### src/rtl/cond_dechain.sv
// cond_dechain: strips the cond XOR-scrambling chain (masks D, C, B, A in that order)
// through a fixed 4-stage valid/ready pipeline and counts delivered words
module cond_dechain #(
  parameter int          PAR_DATA_BITS = 16,
  parameter logic [3:0]  PAR_STAGE_EN  = 4'b1111,
  parameter logic [15:0] PAR_XOR_A     = 16'h0F0F,
  parameter logic [15:0] PAR_XOR_B     = 16'hF0F0,
  parameter logic [15:0] PAR_XOR_C     = 16'h0F0F,
  parameter logic [15:0] PAR_XOR_D     = 16'h0F0F
) (
  input  logic                     ib_clk,
  input  logic                     ib_rst,
  input  logic                     ib_clear,
  input  logic [PAR_DATA_BITS-1:0] ivG_data,
  input  logic                     ib_valid,
  output logic                     ob_ready,
  output logic [PAR_DATA_BITS-1:0] ovG_data,
  output logic                     ob_valid,
  input  logic                     ib_ready,
  output logic [15:0]              ovG_count,
  output logic                     ob_busy
);
  localparam int W = PAR_DATA_BITS;
  // Stage 0 (S1) undoes D, stage 3 (S4) undoes A; a disabled stage passes data through
  localparam logic [3:0][W-1:0] MSK = {
    {W{PAR_STAGE_EN[0]}} & W'(PAR_XOR_A),
    {W{PAR_STAGE_EN[1]}} & W'(PAR_XOR_B),
    {W{PAR_STAGE_EN[2]}} & W'(PAR_XOR_C),
    {W{PAR_STAGE_EN[3]}} & W'(PAR_XOR_D)
  };
  logic [3:0]        vld, in_v, ld;
  logic [3:0][W-1:0] dat, in_d;
  logic              ld1, ld2, ld3, ld4;
  // Combinational ready chain from the sink back to the source; no skid buffering
  assign ld4 = !vld[3] | ib_ready;
  assign ld3 = !vld[2] | ld4;
  assign ld2 = !vld[1] | ld3;
  assign ld1 = !vld[0] | ld2;
  assign ld  = {ld4, ld3, ld2, ld1};
  assign ob_ready = ld1 & !ib_clear;
  assign in_v = {vld[2:0], ib_valid & ob_ready};
  assign in_d = {dat[2:0], ivG_data};
  assign ovG_data = dat[3];
  assign ob_valid = vld[3];
  assign ob_busy  = |vld;
  always_ff @(posedge ib_clk or negedge ib_rst) begin
    if (!ib_rst) begin
      vld       <= '0;
      dat       <= '0;
      ovG_count <= '0;
    end else begin
      for (int i = 0; i < 4; i++) begin
        vld[i] <= ib_clear ? 1'b0 : ld[i] ? in_v[i] : vld[i];
        if (!ib_clear && ld[i] && in_v[i]) dat[i] <= in_d[i] ^ MSK[i];
      end
      ovG_count <= ib_clear ? '0 : (ob_valid && ib_ready && !(&ovG_count)) ? ovG_count + 16'd1 : ovG_count;
    end
  end
endmodule

### config.mk
export PLATFORM = sky130hd
export DESIGN_NAME = cond_dechain
export DESIGN_NICKNAME = d
export VERILOG_FILES = /design/src/rtl/cond_dechain.sv
export SDC_FILE = /design/constraint.sdc
export NUM_CORES = 1
export LEC_CHECK = 0
export ABC_AREA = 1
export CAP_MARGIN = 10
export CORE_MARGIN = 1
export CORE_UTILIZATION = 25
export CTS_CLUSTER_SIZE = 10
export DETAILED_ROUTE_END_ITERATION = 16
export SLEW_MARGIN = 20
export SYNTH_ARGS = -nofsm -noshare
export SYNTH_HDL_FRONTEND = slang
export SYNTH_SLANG_ARGS = --single-unit
### constraint.sdc
create_clock -name ib_clk -period 1.7 [get_ports ib_clk]
set_clock_uncertainty 0.1 [all_clocks]
set_input_delay 0.34 -clock ib_clk [delete_from_list [all_inputs] [get_ports ib_clk]]
set_output_delay 0.34 -clock ib_clk [all_outputs]
set_load 0.02 [all_outputs]
==> flow_metrics.env, run 1 <==
export IMPL_synth_area_sq_um=3670
export IMPL_cellLeakagePower_uw=0.00240
export IMPL_synth_seq_area_share_pct=57.3
export IMPL_synthArstFlopShare_pct=100
export IMPL_grt_pass1_vias=2713
export IMPL_antenna_found_initial=0
export IMPL_fp_coreArea_sq_um=14100
export IMPL_fin_tns_setup_ns=0
export IMPL_synth_distinct_cells=24
export IMPL_multiInputGateArea_sq_um=1290
export IMPL_p_per_area_nw_per_um2=1120
export IMPL_min_period_ns=1.68
export IMPL_drive_gt1_share_pct=17.1
export IMPL_cts_max_level=3
export IMPL_diodes=0
export IMPL_synth_avg_cell_area_sq_um=9.08
export IMPL_start_util_pct=26.0
export IMPL_yosys_area_top_type="dfrtp_1"
export IMPL_synth_top_cell_area_share_pct=57.3
export IMPL_syn_nets=426
export IMPL_crit_start="vld[3]"
export IMPL_cap_violations=0
export IMPL_slowest_delay_ns=0.39
export IMPL_cts_buffer_depth=2
export IMPL_grt_start_max_net_pins=33
export IMPL_gr_usage_met2_pct=17.9
export IMPL_gp_congestion=0.804
export IMPL_rsz0062_at_grt="true"
export IMPL_cts_root_buf="clkbuf_16"
export IMPL_fill_cells=1445
export IMPL_synth_ff_type="dfrtp_1"
export IMPL_path_cells="inv_2 -> nor2_4 -> nand4_1 -> inv_1 -> nor2_2 -> buf_6"
export IMPL_vias=2803
export IMPL_outcome="complete, no violations"
export IMPL_synth_warnings=0
export IMPL_fin_crit_sh_pct=99.1
export IMPL_crit_path_top_delay_cell="dfrtp_1"
export IMPL_drc_errors=0
export IMPL_critPathKind="register to primary output"
export IMPL_syn2layout_area_growth_pct=33.0
export IMPL_io_pins=56
export IMPL_cp_max_fo=2
export IMPL_cp_required_ns=1.26
export IMPL_dieWidth_microns=123
export IMPL_cts_tree="done"
export IMPL_peakVddDrop_v=0.000490
export IMPL_rows=43
export IMPL_viasPerCell=4.29
export IMPL_ys_top_cells_by_count="nand2_1, dfrtp_1, o21ai_0"
export IMPL_timing_fmax_ghz=0.594
export IMPL_dr_pass1_iters=4
export IMPL_cts_sinks=84
export IMPL_grt_most_used_layer="met2"
export IMPL_synth_edff_count=0
export IMPL_clkTransAtPathRegs_ns=0.06
export IMPL_grt_pass1_wl_mm=13.3
export IMPL_chipHeight_microns=123
export IMPL_hpwl_mm=5.88
export IMPL_hold_class="register to register"
export IMPL_antenna_left=0
export IMPL_dieArea_sq_um=15200
export IMPL_syn_inst=404
export IMPL_rr_startpoint="ovG_count[1]"
export IMPL_synth_area_leaders="dfrtp_1, nand2_1, o21ai_0, inv_1, buf_4"
export IMPL_tightest_slew_ns=0.434
export IMPL_use_met3_pct=3.09
export IMPL_post_drt_wl_per_cell_microns=12.3
export IMPL_cp_end_kind="primary output"
export IMPL_drv_slew=0
export IMPL_grt_ovfl_total=0
export IMPL_arrival_ns=1.24
export IMPL_hold_viol=0
export IMPL_insertion_delay_ns=0.33
export IMPL_use_met1_pct=14.6
export IMPL_relSlewSlack_pct=71.0
export IMPL_setup_violations_final=0
export IMPL_routed_wl_mm=8.04
export IMPL_numCtsBuffers=9
export IMPL_hold_path_startpoint="dat[1]"
export IMPL_grtUsageTotal_pct=11.4
export IMPL_dr_first_iter_drc_count=157
export IMPL_cp_start_kind="register"
export IMPL_seq_area_sq_um=2110
export IMPL_ys_ff_latch=84
export IMPL_timing_hold_ws_ns=0.358
export IMPL_yosysMostFrequentCell="nand2_1"
export IMPL_layout_nets=491
export IMPL_port_buffers=55
==> power by group <==
group | internal, uW | switching [uW] | total, uW
registers | 2350 | 177 | 2530
logic | 375 | 494 | 869
clock network | 1290 | 762 | 2060
==> critical path, delay by kind of cell (launching register included) <==
kind | cells | cell delay, ns
DFF | 1 | 0.39
and+or+nand+nor | 3 | 0.24
buffers and inverters | 3 | 0.28
==> state kept, by name, summed over array words and instances, names as in the netlist <==
signal / count
vld: 4
ovG_data: 16
dat: 48
ovG_count: 16
==> layer usage <==
layer	wire (microns)	up-vias
li1	-	1424
met1	3830	1321
met2	3710	49
met3	395	9
met4	116	0
met5	0	-
==> through the flow <==
stage / util, % / cells / worst slack [ns] / cell area [sq um] / power [uW]
3_5_place_dp: 31.7 / 631 / -0.456 / 4470 / 3540
5_1_grt: 34.6 / 654 / -0.0741 / 4880 / 5750
2_1_floorplan: - / 404 / 0.0279 / 3670 / 3190
6_report: 34.6 / 654 / 0.0161 / 4880 / 5450
3_3_place_gp: 31.7 / 631 / -0.465 / 4470 / 3480
4_1_cts: 33.7 / 648 / -0.0434 / 4750 / 5520
==> worst paths after layout <==
| path | endpoint | slack [ns] | cells past startpoint |
|---|---|---|---|
| max in group asynchronous | dat[18] | 0.53 | 3 |
| worst max register to register | ovG_count[9] | 0.09 | 9 |
| worst min register to register | dat[17] | 0.36 | 1 |
| worst max-delay path | ob_ready | 0.02 | 6 |
| worst min-delay path | dat[17] | 0.36 | 1 |
| min in group asynchronous | ovG_count[4] | 0.39 | 2 |
==> logic make-up (layout without fill, tap and decap cells) <==
kind of cell / Yosys count / count (layout) / synth area share, %
AOI/OAI and AO/OA: 61 / 61 / 8.32
xor gates and xnor gates: 4 / 4 / 0.955
muxes: 8 / 8 / 2.46
buffers and inverters: 67 / 136 / 8.94
adders and majority gates: 1 / 1 / 0.341
DFF: 84 / 84 / 57.3
and+or+nand+nor: 179 / 180 / 21.7
==> what timing repair did <==
item	4_1_cts	5_1_grt
hold buffers	1	0
endpoints found under the hold margin	29	0
gates cloned	0	1
endpoints found under the setup margin	35	27
setup buffers	0	6
gates resized for setup	42	27
pin swaps	2	8
==> placed cells by master, fill, tap and decap left out <==
master / Yosys / routed
buf_4: 16 / 22
o21ai_0: 49 / 49
nor2_8: 1 / 1
dfrtp_2: 0 / 7
nand4_1: 13 / 13
dfrtp_1: 84 / 77
inv_2: 2 / 3
nor2_2: 0 / 2
dlygate4sd3_1: 0 / 1
nand3_2: 1 / 1
xor2_1: 4 / 4
buf_6: 1 / 5
ha_4: 0 / 1
dlymetal6s2s_1: 0 / 1
nand2_4: 0 / 1
nand3_1: 21 / 21
o21ai_1: 1 / 1
nor2_4: 4 / 6
a21oi_1: 11 / 11
nand3b_1: 2 / 2
clkdlybuf4s50_1: 0 / 18
inv_4: 0 / 1
dlygate4sd2_1: 0 / 33
inv_1: 34 / 32
bufinv_16: 0 / 2
nand2_1: 110 / 105
buf_12: 0 / 4
nand2_2: 1 / 5
mux2_2: 8 / 8
clkinv_4: 0 / 3
nor2_1: 25 / 22
nor3_1: 1 / 1
clkbuf_1: 6 / 2
clkbuf_16: 0 / 9
==> layout make-up <==
type,instances,area share [%]
well taps,180,4.62
repair buffers,84,16.3
inverters,36,2.82
flip-flops and latches,84,43.3
clock inverters,5,1.77
clock buffers,11,4.77
multi-input cells,254,26.5
(Power assumes the default switching activity.)
==> run 2, diff against run 1 <==
==> constraint.sdc (replaced) <==
create_clock -name ib_clk -period 1.8 [get_ports ib_clk]
set_clock_uncertainty 0.1 [all_clocks]
set_input_delay 0.36 -clock ib_clk [delete_from_list [all_inputs] [get_ports ib_clk]]
set_output_delay 0.36 -clock ib_clk [all_outputs]
set_load 0.02 [all_outputs]
==> flow_metrics.env, run 2 (same netlist as run 1, synthesis figures left out) <==
export IMPL_outcome="complete, no violations"
export IMPL_cts_tree="done"
export IMPL_grt_ovfl_total=0
export IMPL_fin_crit_sh_pct=98.0
export IMPL_gp_congestion=0.807
export IMPL_diodes=0
export IMPL_grt_pass1_vias=2695
export IMPL_cts_max_level=3
export IMPL_antenna_found_initial=0
export IMPL_arrival_ns=1.30
export IMPL_syn2layout_area_growth_pct=31.9
export IMPL_cp_required_ns=1.34
export IMPL_clkTransAtPathRegs_ns=0.06
export IMPL_final_util_pct=34.3
export IMPL_tightest_slew_ns=0.423
export IMPL_cp_max_fo=2
export IMPL_cap_violations=0
export IMPL_fin_tns_setup_ns=0
export IMPL_hold_viol=0
export IMPL_cts_sinks=84
export IMPL_setup_violations_final=0
export IMPL_relSlewSlack_pct=71.8
export IMPL_path_cells="clkdlybuf4s50_1"
export IMPL_fp_coreArea_sq_um=14100
export IMPL_io_pins=56
export IMPL_post_drt_wl_per_cell_microns=12.2
export IMPL_cts_root_buf="clkbuf_16"
export IMPL_slowest_delay_ns=0.63
export IMPL_cp_end_kind="primary output"
export IMPL_layoutNonFillerInstCount=653
export IMPL_place_ws_ns=-0.403
export IMPL_viasPerCell=4.33
export IMPL_drc_errors=0
export IMPL_layout_nets=490
export IMPL_cp_start_kind="register"
export IMPL_vias=2829
export IMPL_cellLeakagePower_uw=0.00247
export IMPL_routed_wl_mm=8.00
export IMPL_largest_register="dat"
export IMPL_cts_buffer_depth=2
export IMPL_drive_gt1_share_pct=15.6
export IMPL_insertion_delay_ns=0.34
export IMPL_crit_path_top_delay_cell="clkdlybuf4s50_1"
export IMPL_grt_start_max_net_pins=35
export IMPL_grtUsageTotal_pct=11.2
export IMPL_timing_hold_ws_ns=0.357
export IMPL_p_per_area_nw_per_um2=1030
export IMPL_dieArea_sq_um=15200
export IMPL_antenna_left=0
export IMPL_hpwl_mm=5.90
export IMPL_port_buffers=55
export IMPL_path_buf_inv=1
export IMPL_dp_cells=632
export IMPL_hold_class="register to register"
export IMPL_start_util_pct=26.0
export IMPL_finalWorstSetupSlack_ns=0.0367
export IMPL_chipHeight_microns=123
export IMPL_numCtsBuffers=9
export IMPL_layout_common_cells="nand2_1, dfrtp_1, o21ai_0"
export IMPL_dr_first_iter_drc_count=140
export IMPL_drv_slew=0
export IMPL_critical_path_top_delay_family="buffers and inverters"
export IMPL_peakVddDrop_v=0.000353
export IMPL_final_common_cell="nand2_1"
export IMPL_timing_fmax_ghz=0.567
export IMPL_largest_reg_flops=48
export IMPL_critPathKind="register to primary output"
export IMPL_min_period_ns=1.76
export IMPL_grt_pass1_wl_mm=13.1
export IMPL_dieWidth_microns=123
export IMPL_dr_pass1_iters=4
export IMPL_rows=43
export IMPL_rsz0062_at_grt="true"
run 2: changes by cell type in the layout (fill, tap and decap cells not counted), moves of 3 or more:
cell,delta
buf_6,-5
dfrtp_2,-6
dfrtp_1,+6
dlymetal6s2s_1,+12
clkdlybuf4s50_1,+4
dlygate4sd2_1,-16
buf_4,+3
run 2: final cells by class:
type	instances	area, sq um
multi-input cells	254	1270
repair buffers	83	815
flip-flops and latches	84	2100
fillers	1459	9260
clock buffers	10	239
well taps	180	225
clock inverters	6	46.3
inverters	36	135
run 2: layer usage:
layer / up-vias / routed length, microns / track usage [%]
li1: 1429 / - / -
met5: - / 0 / 0
met1: 1325 / 3880 / 14.7
met4: 0 / 158 / 5.65
met2: 62 / 3570 / 16.9
met3: 13 / 383 / 3.18
run 2: metrics by stage:
step | total power (uW) | cell area (sq um)
after detailed placement | 3330 | 4470
after global placement | 3290 | 4470
final | 4990 | 4840
after CTS | 5080 | 4760
after global routing | 5270 | 4840
after floorplan | 3010 | 3670
run 2: what timing repair did:
action	4_1_cts	5_1_grt
pin swaps	2	10
hold buffers	1	0
setup buffers	2	1
endpoints found under the hold margin	30	0
gates cloned	0	1
resized for setup	24	26
endpoints found under the setup margin	34	29
run 2: worst paths after layout:
check                              from             to  slack (ns)  cells past startpoint
setup / recovery            ovG_data[7]    ovG_data[7]        0.04                      1
hold / removal                  dat[43]   ovG_data[11]        0.36                      1
min in group asynchronous        ib_rst        dat[23]        0.41                      2
max in group asynchronous        ib_rst        dat[30]        0.61                      3
hold reg to reg                 dat[43]   ovG_data[11]        0.36                      1
setup reg to reg           ovG_count[1]  ovG_count[12]        0.09                     10
run 2: power by group:
group	total, uW	internal [uW]	switching, uW
combinational	873	417	456
sequential	2380	2220	165
clock	1730	980	747
==> run 3, diff against run 2 <==
--- a/config.mk
+++ b/config.mk
@@ -7,11 +7,12 @@
 export LEC_CHECK = 0
 export ABC_AREA = 1
 export CAP_MARGIN = 10
+export CORE_ASPECT_RATIO = 0.75
 export CORE_MARGIN = 1
 export CORE_UTILIZATION = 25
 export CTS_CLUSTER_SIZE = 10
 export DETAILED_ROUTE_END_ITERATION = 16
-export SLEW_MARGIN = 20
+export SLEW_MARGIN = 40
 export SYNTH_ARGS = -nofsm -noshare
 export SYNTH_HDL_FRONTEND = slang
 export SYNTH_SLANG_ARGS = --single-unit
==> flow_metrics.env, run 3 (same netlist as run 1, synthesis figures left out) <==
export IMPL_p_per_area_nw_per_um2=1030
export IMPL_vias=2767
export IMPL_reg2reg_to="ovG_count[4]"
export IMPL_fin_crit_sh_pct=96.6
export IMPL_total_power_uw=5030
export IMPL_io_pins=56
export IMPL_whs_path_depth=1
export IMPL_r2r_cells=9
export IMPL_dieArea_sq_um=15200
export IMPL_outcome="complete, no violations"
export IMPL_start_util_pct=26.1
export IMPL_rows=37
export IMPL_setup_violations_final=0
export IMPL_multiInputGateArea_sq_um=1260
export IMPL_syn2layout_area_growth_pct=32.7
export IMPL_numCtsBuffers=9
export IMPL_cp_start_kind="register"
export IMPL_place_ws_ns=-0.486
export IMPL_cts_max_level=3
export IMPL_final_common_cell="nand2_1"
export IMPL_drc_errors=0
export IMPL_timing_fmax_ghz=0.575
export IMPL_relSlewSlack_pct=70.4
export IMPL_arrival_ns=1.28
export IMPL_largest_reg_flops=48
export IMPL_reg2reg_setup_slack_ns=0.09
export IMPL_largest_register="dat"
export IMPL_cts_root_buf="clkbuf_16"
export IMPL_grt_pass1_wl_mm=13.8
export IMPL_fin_area_sq_um=4870
export IMPL_slowest_delay_ns=0.60
export IMPL_cts_buffer_depth=2
export IMPL_layout_nets=492
export IMPL_hpwl_mm=6.18
export IMPL_critical_path_top_delay_family="buffers and inverters"
export IMPL_path_cells="clkdlybuf4s50_1"
export IMPL_dieWidth_microns=142
export IMPL_finalWorstSetupSlack_ns=0.0609
export IMPL_grt_start_max_net_pins=85
export IMPL_antenna_found_initial=0
export IMPL_min_period_ns=1.74
export IMPL_cts_tree="done"
export IMPL_postPlaceCellArea_sq_um=4550
export IMPL_grt_ovfl_total=0
export IMPL_clkTransAtPathRegs_ns=0.06
export IMPL_min_to="dat[44]"
export IMPL_postCtsSetupRepairBufs=0
export IMPL_path_buf_inv=1
export IMPL_grtUsageTotal_pct=11.9
export IMPL_fill_cells=1420
export IMPL_fp_coreArea_sq_um=14000
export IMPL_seq_area_sq_um=2100
export IMPL_layout_common_cells="nand2_1, dfrtp_1, o21ai_0"
export IMPL_cp_required_ns=1.34
export IMPL_hold_path_startpoint="dat[28]"
export IMPL_diodes=0
export IMPL_dr_first_iter_drc_count=194
export IMPL_drv_slew=0
export IMPL_peakVddDrop_v=0.000547
export IMPL_hold_class="register to register"
export IMPL_cp_end_kind="primary output"
export IMPL_cts_sinks=84
export IMPL_cp_max_fo=2
export IMPL_post_drt_wl_per_cell_microns=12.7
export IMPL_routed_wl_mm=8.52
export IMPL_viasPerCell=4.14
export IMPL_drive_gt1_share_pct=14.1
export IMPL_chipHeight_microns=107
export IMPL_cap_violations=0
export IMPL_critPathKind="register to primary output"
export IMPL_hold_viol=0
export IMPL_cellLeakagePower_uw=0.00249
export IMPL_dr_pass1_iters=6
export IMPL_port_buffers=55
export IMPL_antenna_left=0
export IMPL_crit_path_top_delay_cell="clkdlybuf4s50_1"
export IMPL_gp_congestion=0.828
export IMPL_insertion_delay_ns=0.33
export IMPL_rr_startpoint="ovG_count[11]"
export IMPL_grt_pass1_vias=2648
export IMPL_tightest_slew_ns=0.443
[run 3: stage by stage]
step | util [%] | TNS, ns | instances | hold slack [ns]
detailed placement | 32.4 | -5.95 | 652 | 0.330
global placement | 32.4 | -4.64 | 652 | 0.315
global route | 34.7 | -0.00160 | 669 | 0.387
finish | 34.7 | 0 | 669 | 0.357
CTS | 34.3 | 0 | 668 | 0.363
floorplan | - | 0 | 404 | -0.0356
[run 3: power by group]
group          internal, uW  switching [uW]  total, uW
Clock                  1070             694       1760
Combinational           410             465        875
Sequential             2220             174       2390
Total                  3700            1330       5030
[run 3: layer usage]
metal / track usage (%) / share of wire, %
met1: 18.0 / 56
met2: 15.7 / 39
met3: 3.31 / 4.2
met4: 4.30 / 1.3
met5: 0 / 0
[run 3: final cells by class]
type,count,area share [%]
inverter,36,2.78
tap,195,5.01
clock buffer,11,4.78
multi-input combinational,254,25.9
timing repair buffer,85,17.3
clock inverter,4,1.05
sequential,84,43.2
[run 3: how the worst max path moves through the flow]
stage | startpoint | end | slack [ns] | depth (start not counted)
3_5_place_dp | ib_ready | ob_ready | -0.49 | 6
4_1_cts | ovG_data[13] | ovG_data[13] | 0.002 | 1
5_1_grt | vld[3] | ob_ready | -0.002 | 6
2_1_floorplan | ovG_count[0] | ovG_count[12] | 0.06 | 9
3_3_place_gp | ib_ready | ob_ready | -0.46 | 6
6_report | ovG_data[8] | ovG_data[8] | 0.06 | 1
[run 3: repair_timing]
item,4_1_cts,5_1_grt
cloned,0,1
endpoints found under the hold margin,84,0
resized for setup,24,20
hold buffers,1,0
endpoints found under the setup margin,19,30
pin swaps,1,3
